**src/rtl/data_mem_arbiter.sv**
```systemverilog
// Two-port arbiter and IDLE -> ACCESS -> RESP sequencer in front of the single-port data_mem.
// Latches the winning request, drives the memory strobes for one cycle and returns a one-cycle ack.
module data_mem_arbiter #(
  parameter int WORD       = 32,
  parameter int MEM_BYTES  = 1000,
  parameter int FIXED_PRIO = 0
) (
  input  logic            clk,
  input  logic            reset,
  input  logic            req0,
  input  logic            req1,
  input  logic            we0,
  input  logic            we1,
  input  logic            lock0,
  input  logic            lock1,
  input  logic [WORD-1:0] addr0,
  input  logic [WORD-1:0] addr1,
  input  logic [WORD-1:0] wdata0,
  input  logic [WORD-1:0] wdata1,
  output logic            ack0,
  output logic            ack1,
  output logic            err0,
  output logic            err1,
  output logic [WORD-1:0] rdata0,
  output logic [WORD-1:0] rdata1,
  output logic [1:0]      grant,
  output logic [WORD-1:0] mem_addr,
  output logic [WORD-1:0] mem_wdata,
  output logic            mem_write,
  output logic            mem_read,
  input  logic [WORD-1:0] mem_rdata
);

  typedef enum logic [1:0] {
    IDLE   = 2'd0,
    ACCESS = 2'd1,
    RESP   = 2'd2
  } state_t;

  state_t          state, state_d;
  logic [1:0]      grant_d;
  logic            rr_last, rr_last_d;
  logic            load;
  logic            load_port;
  logic            lat_we;
  logic [WORD-1:0] lat_addr;
  logic [WORD-1:0] lat_wdata;
  logic            lat_err;
  logic [WORD:0]   end_addr;
  logic            legal;
  logic            in_access;
  logic            in_resp;

  // One extra bit keeps addresses near 2^WORD from wrapping into the legal range.
  assign end_addr  = {1'b0, lat_addr} + (WORD+1)'(3);
  assign legal     = end_addr < (WORD+1)'(MEM_BYTES);
  assign in_access = (state == ACCESS);
  assign in_resp   = (state == RESP);

  // NOTE: every signal assigned here gets a default first so no path leaves it unassigned (no latch).
  always_comb begin
    state_d   = state;
    grant_d   = grant;
    rr_last_d = rr_last;
    load      = 1'b0;
    load_port = 1'b0;
    unique case (state)
      IDLE: begin
        if (req0 || req1) begin
          if (FIXED_PRIO != 0)    load_port = !req0;
          else if (req0 && req1)  load_port = !rr_last;
          else                    load_port = req1;
          load      = 1'b1;
          rr_last_d = load_port;
          grant_d   = load_port ? 2'b10 : 2'b01;
          state_d   = ACCESS;
        end
      end
      ACCESS: state_d = RESP;
      RESP: begin
        // Only the current owner's lock counts; a loser's lock is ignored.
        if (grant[0] && lock0 && req0) begin
          load      = 1'b1;
          load_port = 1'b0;
          state_d   = ACCESS;
        end else if (grant[1] && lock1 && req1) begin
          load      = 1'b1;
          load_port = 1'b1;
          state_d   = ACCESS;
        end else begin
          state_d = IDLE;
          grant_d = 2'b00;
        end
      end
      default: begin
        state_d = IDLE;
        grant_d = 2'b00;
      end
    endcase
  end

  // NOTE: sequential state uses non-blocking assignments so every register samples pre-edge values.
  always_ff @(posedge clk) begin
    if (reset) begin
      state     <= IDLE;
      grant     <= 2'b00;
      rr_last   <= 1'b1;
      lat_we    <= 1'b0;
      lat_addr  <= '0;
      lat_wdata <= '0;
      lat_err   <= 1'b0;
      rdata0    <= '0;
      rdata1    <= '0;
    end else begin
      state   <= state_d;
      grant   <= grant_d;
      rr_last <= rr_last_d;
      if (load) begin
        lat_we    <= load_port ? we1    : we0;
        lat_addr  <= load_port ? addr1  : addr0;
        lat_wdata <= load_port ? wdata1 : wdata0;
      end
      if (in_access) begin
        lat_err <= !legal;
        if (legal && !lat_we) begin
          if (grant[0]) rdata0 <= mem_rdata;
          else          rdata1 <= mem_rdata;
        end
      end
    end
  end

  assign mem_write = in_access && legal && lat_we;
  assign mem_read  = in_access && legal && !lat_we;
  assign mem_addr  = (in_access && legal) ? lat_addr : '0;
  assign mem_wdata = mem_write ? lat_wdata : '0;

  assign ack0 = in_resp && grant[0];
  assign ack1 = in_resp && grant[1];
  assign err0 = ack0 && lat_err;
  assign err1 = ack1 && lat_err;

endmodule

```
**config.mk**
```make
export PLATFORM = sky130hd
export DESIGN_NAME = data_mem_arbiter
export DESIGN_NICKNAME = d
export VERILOG_FILES = /design/src/rtl/data_mem_arbiter.sv
export SDC_FILE = /design/constraint.sdc
export NUM_CORES = 1
export LEC_CHECK = 0
export CORE_MARGIN = 1.5
export CORE_UTILIZATION = 42
export DETAILED_ROUTE_END_ITERATION = 8
export GPL_TIMING_DRIVEN = 1
export PLACE_DENSITY = 0.85
export SYNTH_ARGS = -nofsm -noshare
export SYNTH_HDL_FRONTEND = slang
export SYNTH_SLANG_ARGS = --single-unit
```
**constraint.sdc**
```tcl
create_clock -name clk -period 4.1 [get_ports clk]
set_clock_uncertainty 0.05 [all_clocks]
set_input_delay 0.82 -clock clk [delete_from_list [all_inputs] [get_ports clk]]
set_output_delay 0.82 -clock clk [all_outputs]
set_load 0.02 [all_outputs]
```
Word-level counts from Yosys, hierarchy flattened
Index checks and enable logic that the tools add are counted.

Register bits after elaboration: 135. Latch bits: 0. RAM bits: 0. Bits in read-only memories: 0. Bits of input ports: 168. Output and inout bits: 136. Word-level logic and storage cells: 64. Memories kept: 0.

Add/subtract/negate cells: 1. $mul: 0. Divide/modulo/power cells: 0. Magnitude comparators: 1. Equal/unequal tests: 5. Shift operators: 0. Mux-type cells: 24. Bitwise logic cells: 2. Reductions and logical operators: 22.

Operator list (count): $mux 32 (4); $add 32x2->33 const B (1); $lt 33x10->1 const B (1); $logic_and 1x1->1 (13); $pmux 2 s3 (2); $mux 1 (11); $mux 2 (5); $ne 2x2->1 const B (3); $reduce_and 3->1 (2); $pmux 1 s2 (2); $reduce_and 4->1 (1); $logic_not 1->1 (3); $eq 2x1->1 const B (1); $eq 2x2->1 const B (1); $logic_not 2->1 (1); $not 1->1 (2); $reduce_and 2->1 (1); $logic_or 1x1->1 (1).

Logic depth before layout (Yosys ltp)
Depth after elaboration: 7. Gate-level depth with buffers: 12. Mapped depth without buffers: 8.

Worst setup path after synthesis
No wires, ideal clock.

Path kind: reg2out. From: register lat_addr[11]. To: output mem_wdata[26]. Arrival time: 2.364 ns. Data required time: 3.230 ns. Slack: 0.866 ns. Cell stages (with the launch flop): 11. Path buffers: 3. Cell sequence: dfxtp_1 -> nand2_1 -> or4_4 -> nor4_2 -> a22o_1 -> and4_1 -> and4_1 -> buf_4 -> buf_8 -> buf_6 -> and3_1.

Word-level cells in the longest chain between the ends: 5.

RTL lines: start: declaration (line 46) `logic [WORD-1:0] lat_addr;`; start signal: assignment (line 120) `lat_addr <= load_port ? addr1 : addr0;`; $add 32x2->33 (line 55) `assign end_addr = {1'b0, lat_addr} + (WORD+1)'(3);`; $lt 33x10->1 (line 56) `assign legal = end_addr < (WORD+1)'(MEM_BYTES);`; $logic_and 1x1->1 (2 in series) (line 133) `assign mem_write = in_access && legal && lat_we;`; $mux 32 (line 136) `assign mem_wdata = mem_write ? lat_wdata : '0;`; end: declaration (line 28) `output logic [WORD-1:0] mem_wdata,`.

No other way between the ends.

Final worst setup path
From: register lat_addr[13]. To: output mem_wdata[16].

Same word-level chain as after synthesis.

==> impl_metrics.toml <==
[power_and_ir_drop]
power_switching_w = 0.00102
leakage_nw = 4.18
power_w = 0.00369
intPower_w = 0.00268
swShare_pct = 27.5
p_seq_share_pct = 40.6
p_clk_share_pct = 42.8
comb_power_share_pct = 16.6
power_density_nw_per_um2 = 362
vdd_drop_max_mv = 0.291

[global_route]
grt_pass1_vias = 6563
antenna_found_initial = 0
grt_usage_pct = 24.8
grt_first_pass_wirelength_um = 32700
overflow = 0
grt_max_degree = 81

[yosys]
yosys-top-cells-count = "dfxtp_1 (135), nor2_1 (82), mux2i_1 (68), o21ai_0 (68)"
yosys_register_bits = 135
ys_async_sr_fraction_pct = 0
synth_cell_type_count = 57
synth_top_area_share_pct = 40.0
avgSynthCellArea_sq_um = 8.47
ys_top_cells_by_area = "dfxtp_1 (40%), mux2i_1 (10%), a211oi_1 (7.2%), o21ai_0 (5.0%), a21oi_1 (4.8%)"
synth_area_sq_um = 6760
synth_top_cell_by_area = "dfxtp_1"
yosysMostFrequentCell = "dfxtp_1"
synthFlopType = "dfxtp_1"
yosysSeqAreaShare_pct = 40.0
synth_edf_count = 0
synthCells = 798
yosysWarnings = 0

[clocking]
cts-buffers-inserted = 17
htreeDepth = 4
cts-root-buf = "clkbuf_16"
clockBufferDepth = 2
clkLatencyLatePin_ps = 420
cts_tree = "done"
clkSinkCount = 135
cts_hold_buf = 0
cts.clk_slew.worst_paths_ps = 60

[worst_setup_path]
cp-start-kind = "flip-flop"
r2r_slack_ps = 950
worst_setup_path_end_kind = "output port"
critPathMaxFanout = 20
max_stage_delay_ps = 600
crit_arrival_ps = 3130
slowest_stage = "or4_4"
path_class = "reg -> out"
path_cells = "nand3_2 -> or4_4 -> nor4_4 -> xor2_1 -> o21ai_1 -> and4_4 -> buf_12 -> and3_1 -> clkdlybuf4s15_1"
cp.required_ps = 3230

[finish]
nets = 1217
syn_to_final_growth_pct = 50.8
diodes = 0
fin_util_pct = 64.4
multi_input_area_sq_um = 3680
nFillCells = 1318
drive_gt1_share_pct = 12.2
final-seq-area_sq_um = 2710

[route]
totalWireLength_um = 21500
drt-pass1-iter-count = 5
drt_iter0_markers = 484
vias = 6960
drc_errors = 0
viasPerCell = 5.45
ant_nets = 0
wl_per_cell_um = 16.9

[floorplanning]
initial_utilization_pct = 42.7
pin_count = 304
die_h_um = 130
fp.coreArea_sq_um = 15800
die_w_um = 130
rows = 46
die-area_sq_um = 16900

[sta]
hold_violations = 0
setup_tns_ps = 0
setup_viol = 0
fin_crit_sh_pct = 97.5
drv_slew = 0
worstMarginPinSlew_ps = 1160
fmax_mhz = 250
relSlewSlack_pct = 22.8
period_needed_ps = 4000

[job]
max_cap_viol_count = 0

[placed_design]
place.gp.congestion = 0.908
dp_hpwl_um = 15200
portBuffers = 281

[min_path]
hold_path_class = "reg -> reg"

[run_status]
status = "finished clean"
[power groups by stage]
stage          Clock (W)  Sequential, W  Combinational [W]
6_report         0.00158        0.00150           0.000615
3_3_place_gp           0        0.00152           0.000602
2_1_floorplan          0        0.00148           0.000369
4_1_cts          0.00161        0.00149           0.000614
3_5_place_dp           0        0.00152           0.000612
5_1_grt          0.00167        0.00151           0.000672
[cell families (layout without fill, tap and decap cells)]
family / after synthesis / count (layout) / synth area share (%)
DFF: 135 / 135 / 40.0
AOI/OAI and AO/OA: 224 / 224 / 20.4
and+or+nand+nor: 262 / 262 / 20.9
buffers and inverters: 103 / 345 / 7.94
muxes: 68 / 68 / 10.1
other: 1 / 22 / 0.0555
xor gates and xnor gates: 5 / 5 / 0.648
[sequential cells by signal, indices dropped and copies added (netlist names)]
name / flops
lat_wdata: 32
lat_err: 1
rr_last: 1
state: 2
grant: 2
rdata0: 32
rdata1: 32
lat_addr: 32
lat_we: 1
[worst paths after layout]
kind,startpoint,end,depth (start not counted)
hold reg to reg,rdata0[26],rdata0[26],2
hold / removal,rdata0[26],rdata0[26],2
setup / recovery,lat_addr[13],mem_wdata[16],9
setup reg to reg,lat_addr[13],rdata1[18],9
[placed cells by master (no fill, tap or decap), types with 7 or more instances in the layout]
cell / n
dlygate4sd2_1: 7
nand2_1: 12
nor3_1: 7
and2_1: 12
a21oi_1: 65
clkbuf_16: 17
mux2i_1: 68
buf_4: 22
and3_1: 36
a211oi_1: 65
nand4_1: 12
o21ai_0: 68
inv_1: 7
clkdlybuf4s50_1: 236
nand3_2: 10
conb_1: 22
dfxtp_1: 131
clkbuf_2: 32
nor2_1: 81
nand3_1: 63
[through the flow]
| stage | std cells | hold WS [ps] | instance area (sq um) | setup WS, ps |
|---|---|---|---|---|
| after floorplan | 819 | 394 | 6840 | 866 |
| after global placement | 1242 | 407 | 9660 | 120 |
| after detailed placement | 1242 | 413 | 9660 | 56.4 |
| after CTS | 1276 | 422 | 10300 | 3.08 |
| after global routing | 1277 | 440 | 10200 | -12.7 |
| final | 1277 | 420 | 10200 | 104 |
[area by class of cell]
cell class	count	share of cell area (%)
repair buffers	307	28.5
flip-flops and latches	135	26.6
inverters	7	0.258
multi-input cells	581	36.1
clock inverters	13	1.66
well taps	216	2.65
clock buffers	18	4.31
[per-layer routing]
layer	track usage (%)	vias to the layer above	wire length (um)
met3	6.89	30	1650
li1	-	3375	-
met4	11.0	0	447
met2	42.4	292	10800
met5	0	-	0
met1	29.0	3263	8640
[timing repair]
action                     CTS  global route
resized for setup           44            78
setup endpoints to repair   44            43
buffers inserted             3             1
cloned                       0             0
pin swaps                    2             3
[critical path: cells and delay by family, from the launching register on]
kind | cells | cell delay [ps]
flops | 1 | 450
xor+xnor | 1 | 100
simple gates | 5 | 1520
compound gates | 1 | 180
buf+inv | 2 | 450
(Power assumes the default switching activity.)
